===== config.mk =====
export PLATFORM = sky130hd
export DESIGN_NAME = shared_slot_arbiter
export DESIGN_NICKNAME = d
export VERILOG_FILES = /design/src/rtl/shared_slot_arbiter.sv
export SDC_FILE = /design/constraint.sdc
export NUM_CORES = 1
export LEC_CHECK = 0
export BUFFER_PORTS_ARGS = -buffer_cell sky130_fd_sc_hd__buf_2
export CAP_MARGIN = 20
export CELL_PAD_IN_SITES_DETAIL_PLACEMENT = 0
export CELL_PAD_IN_SITES_GLOBAL_PLACEMENT = 1
export CORE_MARGIN = 2
export CORE_UTILIZATION = 50
export DETAILED_ROUTE_END_ITERATION = 8
export PLACE_DENSITY = 0.9
export REMOVE_ABC_BUFFERS = 1
export SETUP_SLACK_MARGIN = 0.4
export SLEW_MARGIN = 10
export SYNTH_ARGS = -nofsm -noshare
export SYNTH_HDL_FRONTEND = slang
export SYNTH_SLANG_ARGS = --single-unit

===== constraint.sdc =====
create_clock -name clk40 -period 6.6 [get_ports clk40]
set_clock_uncertainty 0.15 [all_clocks]
set_input_delay 0.66 -clock clk40 [delete_from_list [all_inputs] [get_ports clk40]]
set_output_delay 0.66 -clock clk40 [all_outputs]
set_load 0.02 [all_outputs]

===== src/rtl/shared_slot_arbiter.sv =====
// shared_slot_arbiter: single-owner grant of a shared resource, round-robin over slots 0..N-2, fixed priority for slot N-1, hold-time watchdog
module shared_slot_arbiter #(
  parameter int N        = 9,
  parameter int MAX_HOLD = 255,
  parameter int CNT_W    = 8
) (
  input  logic         clk40,
  input  logic         rst_n,
  input  logic [N-1:0] req,
  output logic [N-1:0] gnt,
  output logic         gnt_valid,
  output logic [3:0]   gnt_id,
  output logic         timeout,
  output logic [3:0]   timeout_id
);
  typedef enum logic {IDLE, GRANT} state_t;
  state_t           state;
  logic [CNT_W-1:0] cnt;
  logic [3:0]       rr_ptr, rr_win, idx, winner;
  logic [4:0]       sum;
  logic [N-1:0]     lockout, elig;
  logic             rr_hit, rel, trip;
  assign elig   = req & ~lockout;
  assign winner = elig[N-1] ? 4'(N-1) : rr_win;
  assign rel    = !req[gnt_id];
  assign trip   = (MAX_HOLD != 0) && (cnt == CNT_W'(MAX_HOLD)) && req[gnt_id];
  // first eligible ordinary slot after rr_ptr, wrapping from N-2 back to 0
  always_comb begin
    rr_hit = 1'b0;
    rr_win = '0;
    sum    = '0;
    idx    = '0;
    for (int k = 1; k < N; k++) begin
      sum = {1'b0, rr_ptr} + 5'(k);
      idx = (sum >= 5'(N-1)) ? 4'(sum - 5'(N-1)) : sum[3:0];
      if (!rr_hit && elig[idx]) begin
        rr_hit = 1'b1;
        rr_win = idx;
      end
    end
  end
  // grant FSM with registered outputs, hold counter, watchdog and lockout mask
  always_ff @(posedge clk40 or negedge rst_n) begin
    if (!rst_n) begin
      state      <= IDLE;
      gnt        <= '0;
      gnt_valid  <= 1'b0;
      gnt_id     <= '0;
      timeout    <= 1'b0;
      timeout_id <= '0;
      cnt        <= '0;
      rr_ptr     <= 4'(N-2);
      lockout    <= '0;
    end else begin
      lockout <= lockout & req;
      timeout <= 1'b0;
      if (state == IDLE) begin
        if (|elig) begin
          state     <= GRANT;
          gnt       <= N'(1) << winner;
          gnt_valid <= 1'b1;
          gnt_id    <= winner;
          cnt       <= CNT_W'(1);
          if (!elig[N-1]) rr_ptr <= winner;
        end
      end else if (rel || trip) begin
        state     <= IDLE;
        gnt       <= '0;
        gnt_valid <= 1'b0;
        gnt_id    <= '0;
        cnt       <= '0;
        if (!rel) begin
          timeout         <= 1'b1;
          timeout_id      <= gnt_id;
          lockout[gnt_id] <= 1'b1;
        end
      end else begin
        cnt <= (&cnt) ? cnt : cnt + 1'b1;
      end
    end
  end
endmodule


==> results of run 1 <==
==> metal layers <==
metal | global-route usage (%) | vias up
li1 | - | 1348
met1 | 30.4 | 1377
met2 | 38.5 | 72
met3 | 3.40 | 10
met4 | 6.06 | 0
met5 | 0 | -
==> worst min path at each step <==
| stage | endpoint | start | cells past startpoint | slack (ps) |
|---|---|---|---|---|
| after CTS | gnt_valid | gnt_valid | 2 | 330 |
| after detailed placement | gnt_valid | gnt_valid | 2 | 310 |
| after global routing | gnt_valid | gnt_valid | 2 | 350 |
| after global placement | gnt_valid | gnt_valid | 2 | 310 |
| after floorplan | cnt[0] | rst_n | 0 | 210 |
| final | gnt_valid | gnt_valid | 2 | 320 |
==> kinds of logic (layout without fill, tap and decap cells) <==
kind of cell | Yosys count | in the layout | synth area share [%]
compound gates | 106 | 106 | 25.5
xor+xnor | 10 | 10 | 2.67
fa+ha+maj | 12 | 12 | 4.58
buf+inv | 27 | 49 | 4.04
flops | 41 | 41 | 31.4
mux | 17 | 17 | 8.66
simple gates | 131 | 131 | 23.1
==> where the power goes <==
part	switching (mW)	total, mW	internal, mW
clock	0.0905	0.243	0.152
combinational	0.714	1.20	0.482
sequential	0.105	0.409	0.304
==> cell usage after synthesis, types with 9 or more instances <==
master / instances
a21o_1: 9
nand3_1: 13
nor2b_1: 16
o21ai_0: 18
ha_1: 12
a21oi_1: 13
nor2_1: 15
nand2b_1: 12
o31ai_1: 11
dfrtp_1: 38
nand2_1: 30
==> state kept, by name, indices dropped and copies added (netlist names) <==
signal      flops
cnt             8
rr_ptr          4
gnt             9
gnt_id          4
timeout         1
timeout_id      4
gnt_valid       1
state           1
lockout         9
==> through the flow <==
step | util (%) | power [mW]
finish | 56.3 | 1.85
global route | 56.3 | 1.97
CTS | 56.3 | 1.83
detailed placement | 54.2 | 1.58
global placement | 54.2 | 1.57
floorplan | - | 1.32
==> worst register-to-register path: stages (launching register included) <==
cell and delay [ps]:
dfstp_2 770, clkinv_1 460, ha_1 450, or2_2 300
o21a_1 140, o32ai_1 650, or2_1 300, o21ai_1 110
a211oi_2 300, a21boi_4 120, or2_1 270, o31ai_1 210
==> area by class of cell <==
class / instances / area (µm²) / share of cell area, %
Sequential cell: 41 / 1030 / 28.8
Multi-Input combinational cell: 276 / 2120 / 59.2
Clock buffer: 5 / 68.8 / 1.92
Clock inverter: 3 / 68.8 / 1.92
Inverter: 11 / 43.8 / 1.22
Tap cell: 77 / 96.3 / 2.69
Timing Repair Buffer: 30 / 153 / 4.27
==> cell usage in the layout (no fill, tap or decap), drive strengths merged, types with 4 or more instances in the layout <==
cell,netlist,final
nand2b,12,12
xnor2,7,7
nor3,5,5
nand2,30,30
nor2b,16,16
clkbuf,8,5
a21oi,15,15
or2,5,5
nor2,17,17
inv,10,11
o31ai,11,11
mux4,8,8
mux2,5,5
nand3,14,14
a211oi,4,4
buf,8,30
o21ai,20,20
a31oi,4,4
nand4,4,4
mux2i,4,4
nand3b,4,4
a32o,4,4
a21o,9,9
dfrtp,38,38
a22o,7,7
ha,12,12
and3,6,6
==> metrics, run 1 <==
outcome=finished clean; CP delay by family, top=compound AO/OA/AOI/OAI gates; EDFF count, synth=0; critical path type=reg2reg; Initial Utilization=51.6%; Worst-path clk slew=roughly 90 ps; PD cells=517 nW/µm²; #FFs+latches synth=41; Resized Gates After CTS=0; FF-to-FF path depth=11; RSZ-0062 raised after global routing=false; vias=2807; peak supply drop=0.000256 V; die area=roughly 7200 µm²; antenna violations before repair=0; Most used DFF post-synth=dfrtp_1; design area=3580 µm²; slew margin rel.=39.3%; Std-Cell Rows=29; top cell type's share of synthesized area=slightly below 30%; worst r2r src=rr_ptr[2]; setup ws final=roughly 2300 ps; Hold Worst Slack=321 ps; post-synthesis sequential area ratio=a little under a third; nets=roughly 390; Worst Max-Slew Pin Slew=910 ps; Hold Vio Cnt, Final=0; setup violators final=0; Hold Path Class=reg2reg; Placed Instances=about 440; final period utilization=65.4%; RD Place Congestion=1.09; DIE HEIGHT=85.0 µm; core area=6350 µm²; Die W=85.0 µm; Synth async-reset ratio=100%; clk buf depth=2; I/O Pins=30; P_leak=1.61 nW; Placed Area=3440 µm²; Post-Synthesis Cells=344; Critical Path End=gnt[2]; r2r setup slk=2280 ps; CTS tree=built; DRT antenna net count=0; final max-slew violation count=0; htree depth=2; Worst EP arrival=4370 ps; cts hold-fix bufs=0; total CTS buffers=5; DRC=0; Area Overhead vs Synth=9.08%; post-layout min period=approximately 4300 ps; Syn Std Cell Area=3280 µm²; cell taking the most area after synthesis=dfrtp_1; Congestion Overflow GR=0; max-cap viol count=0; ANT cells=0; pre-CTS WS=2330 ps; drt via density=6.34; met3 wire length=312 µm; Setup crit start kind=register; CP Buf/Inv Count=1; CP Depth=11; Synth area leaders=dfrtp_1, mux4_2, ha_1, nand2_1, nor2b_1; fin cells=443; Total Wirelength=8040 µm; WL met1=approximately 3700 µm; Top Metal Used=met4; crit path cell chain=clkinv_1 -> ha_1 -> or2_2 -> o21a_1 -> o32ai_1 -> or2_1 -> o21ai_1 -> a211oi_2 -> a21boi_4 -> or2_1 -> o31ai_1; clk sink count=41; DPL Wire Length=6070 µm; Required @ worst endpoint=between 6000 and 7000 ps; setup tns final=0 ps; CP max stage cell=dfstp_2; largest net degree at the start of global routing=42; Yosys warning count=0; vias in the first global route=2707; Port Buffers=29; Clk Latency, worst-skew pair=around 290 ps; 1st-iter DRT viols=174; mean routed wirelength per cell=18.1 µm; cell repeated most along the worst path=or2_1; crit-path max cell delay=approximately 770 ps; WL met2=around 3900 µm; Root Buffer=clkbuf_8; fmax=about 230 MHz; Crit Reg-Reg Endpoint=gnt[2]; First-pass DRT Iterations=4; Syn Area/Cell=9.53 µm²; Setup crit start=rr_ptr[2]; global-route usage over all layers=22.7%; fillers=536; synth unique cells=78; global-route wire length before repair=13400 µm; CP Capture Type=register; share of layout cells above drive strength 1=between 20% and 30%; Post-CTS Setup Bufs=0; CP Max Fanout=18
No activity file was read; power rests on OpenSTA's default activity.
==> inputs of run 2 (changes only) <==
--- a/config.mk
+++ b/config.mk
@@ -5,14 +5,15 @@
 export SDC_FILE = /design/constraint.sdc
 export NUM_CORES = 1
 export LEC_CHECK = 0
+export ABC_AREA = 1
 export BUFFER_PORTS_ARGS = -buffer_cell sky130_fd_sc_hd__buf_2
 export CAP_MARGIN = 20
 export CELL_PAD_IN_SITES_DETAIL_PLACEMENT = 0
 export CELL_PAD_IN_SITES_GLOBAL_PLACEMENT = 1
 export CORE_MARGIN = 2
-export CORE_UTILIZATION = 50
+export CORE_UTILIZATION = 39
 export DETAILED_ROUTE_END_ITERATION = 8
-export PLACE_DENSITY = 0.9
+export PLACE_DENSITY = 0.81
 export REMOVE_ABC_BUFFERS = 1
 export SETUP_SLACK_MARGIN = 0.4
 export SLEW_MARGIN = 10
==> constraint.sdc (replaced) <==
create_clock -name clk40 -period 3.7 [get_ports clk40]
set_clock_uncertainty 0.15 [all_clocks]
set_input_delay 0.37 -clock clk40 [delete_from_list [all_inputs] [get_ports clk40]]
set_output_delay 0.37 -clock clk40 [all_outputs]
set_load 0.02 [all_outputs]
==> metrics, run 2 <==
design area=3450 µm² (was 3580 µm²); I/O Pins=30 (unchanged); htree depth=2 (unchanged); DPL Wire Length=6330 µm (was 6070 µm); RSZ-0062 raised after global routing=false (unchanged); CTS tree=built (unchanged); Placed Instances=556 (was 435); Setup crit start kind=register (unchanged); Syn Area/Cell=7.17 µm² (was 9.53 µm²); commonest non-fill, non-tap cell in the layout=nand2_1 (was dfrtp_1); DIE HEIGHT=92.7 µm (was 85.0 µm); final core occ=44.9% (was 56.3%); top cell type's share of synthesized area=31.0% (was 29.0%); Sw Ratio=56.5% (was 49.2%); global-route wire length before repair=13900 µm (was 13400 µm); r2r setup slk=660 ps (was 2280 ps); worst r2r src=rr_ptr[0] (was rr_ptr[2]); Synth async-reset ratio=100% (unchanged); Most used DFF post-synth=dfrtp_1 (unchanged); NetSw=1.80 mW (was 0.910 mW); share of layout cells above drive strength 1=19.8% (was 21.3%); DRC=0 (unchanged); clk buf depth=2 (unchanged); WL met1=3920 µm (was 3670 µm); nets=487 (was 388); most frequent cell after synthesis=nand2_1 (was dfrtp_1); vias in the first global route=2805 (was 2707); Setup crit start=rr_ptr[0] (was rr_ptr[2]); Syn Std Cell Area=3070 µm² (was 3280 µm²); WL met2=3800 µm (was 3940 µm); Crit Reg-Reg Endpoint=gnt[5] (was gnt[2]); drt via density=5.17 (was 6.34); clock share of power=9.4% (was 13.1%); post-synthesis sequential area ratio=33.5% (was 31.4%); RD Place Congestion=1.01 (was 1.09); Worst EP arrival=3110 ps (was 4370 ps); setup tns final=0 ps (unchanged); setup ws final=663 ps (was 2280 ps); commonest cells in the synthesized netlist=nand2_1, nand3_1, inv_1 (was dfrtp_1, nand2_1, o21ai_0); P_leak=1.73 nW (was 1.61 nW); #FFs+latches synth=41 (unchanged); internal power=1.38 mW (was 0.938 mW); Die W=92.7 µm (was 85.0 µm); Post-Synthesis Cells=428 (was 344); Worst Max-Slew Pin Slew=932 ps (was 910 ps); cell taking the most area after synthesis=dfrtp_1 (unchanged); synth unique cells=44 (was 78); Top Metal Used=met4 (unchanged); CP Max Fanout=18 (unchanged); total CTS buffers=5 (unchanged); Clk Latency, worst-skew pair=300 ps (was 290 ps); Port Buffers=29 (unchanged); Yosys warning count=0 (unchanged); critical path type=reg2reg (unchanged); Congestion Overflow GR=0 (unchanged); Std-Cell Rows=32 (was 29); core area=7690 µm² (was 6350 µm²); peak supply drop=0.000373 V (was 0.000256 V); Placed Area=3310 µm² (was 3440 µm²); Top Registers=gnt: 9 flops, lockout: 9 flops, cnt: 8 flops (unchanged); fin cells=567 (was 443); First-pass DRT Iterations=5 (was 4); largest net degree at the start of global routing=42 (unchanged); global-route usage over all layers=20.4% (was 22.7%); Hold Vio Cnt, Final=0 (unchanged); Hold Worst Slack=46.6 ps (was 321 ps); commonest non-fill, non-tap cells in the layout=nand2_1, nand3_1, inv_1, dfrtp_1, nor2_1 (was dfrtp_1, nand2_1, buf_2, o21ai_0, nor2b_1); mean routed wirelength per cell=14.4 µm (was 18.1 µm); final max-slew violation count=0 (unchanged); Worst-path clk slew=90 ps (about the same); antenna violations before repair=0 (unchanged); PD cells=921 nW/µm² (was 517 nW/µm²); met3 wire length=331 µm (was 312 µm); Hold Path Class=in2async (was reg2reg); Area Overhead vs Synth=12.5% (was 9.08%); FF-to-FF path depth=15 (was 11); ANT cells=0 (unchanged); vias=2931 (was 2807); Root Buffer=clkbuf_8 (unchanged); CP Capture Type=register (unchanged); EDFF count, synth=0 (unchanged); DRT antenna net count=0 (unchanged); die area=8600 µm² (was 7220 µm²); Critical Path End=gnt[5] (was gnt[2]); Design Power=3.18 mW (was 1.85 mW); max-cap viol count=0 (unchanged); final period utilization=82.1% (was 65.4%); Required @ worst endpoint=3770 ps (was 6650 ps); cts hold-fix bufs=0 (unchanged); Flop pwr share=19.0% (was 22.1%); pre-CTS WS=375 ps (was 2330 ps); Total Wirelength=8170 µm (was 8040 µm); 1st-iter DRT viols=204 (was 174); post-layout min period=3040 ps (was 4320 ps); Comb pwr share=71.6% (was 64.7%); fmax=329 MHz (was 232 MHz); setup violators final=0 (unchanged); clk sink count=41 (unchanged); outcome=finished clean (unchanged); Synth area leaders=dfrtp_1, nand2_1, nand3_1, inv_1, ha_1 (was dfrtp_1, mux4_2, ha_1, nand2_1, nor2b_1); slew margin rel.=37.9% (was 39.3%); Initial Utilization=39.9% (was 51.6%)
## run 2: changes by cell type after synthesis, sizes merged, moves of 9 or more
cell    previous run  this run
nand2             30       114
inv               10        62
nand3             14        56
nor2              17        40
nor2b             16         0
nand2b            12         1
o31ai             11         1
a21o               9         0
nand4              4        13
o21ai             20        29
o22ai              2        11
## run 2: how the worst min path moves through the flow
stage,end,cells after the start
floorplan,cnt[0],0
CTS,cnt[7],1
finish,cnt[7],1
global route,timeout_id[3],1
detailed placement,timeout_id[2],2
global placement,timeout_id[2],2
## run 2: power groups by stage
stage / logic (mW) / clock network, mW / registers [mW]
after global routing: 2.56 / 0.332 / 0.617
final: 2.28 / 0.300 / 0.604
after detailed placement: 2.16 / 0 / 0.634
after global placement: 2.14 / 0 / 0.633
after floorplan: 1.56 / 0 / 0.710
after CTS: 2.20 / 0.314 / 0.606
## run 2: worst max-delay path: stages (launching register included)
cell	delay (ps)
dfstp_2	560
buf_4	250
ha_2	290
xor2_4	220
nor2_1	70
nand3_1	60
nand2_1	100
nand2_2	160
nand4_4	130
nor2_4	200
nand4_4	190
nand2_1	150
nor2_1	80
nor2_4	90
nand2_2	100
o21ai_1	160
## run 2: layout make-up
type / count / area, µm²
multi-input combinational: 317 / 1770
clock inverter: 3 / 21.3
inverter: 63 / 239
sequential: 41 / 1030
tap: 102 / 128
timing repair buffer: 36 / 198
fill: 810 / 4230
clock buffer: 5 / 68.8
## run 2: cells by family (layout without fill, tap and decap cells)
kind of cell / Yosys count / in the layout / share of synthesized area (%)
flip-flops: 41 / 41 / 33.5
AND/OR/NAND/NOR: 234 / 234 / 36.2
buffers and inverters: 70 / 107 / 9.70
AO/OA/AOI/OAI: 59 / 59 / 11.7
XOR/XNOR: 12 / 12 / 3.91
adder cells (fa/ha/maj): 12 / 12 / 4.89
## run 2: layer usage
layer,up-vias,track usage [%]
met5,-,0
met4,0,5.15
met3,12,2.93
met2,75,33.1
met1,1361,28.8
li1,1483,-
## run 2: repair_timing
action / 4_1_cts / 5_1_grt
pin swaps: 0 / 6
hold endpoints to repair: 0 / 0
endpoints found under the setup margin: 7 / 14
gates resized for setup: 0 / 6
buffers inserted: 1 / 2
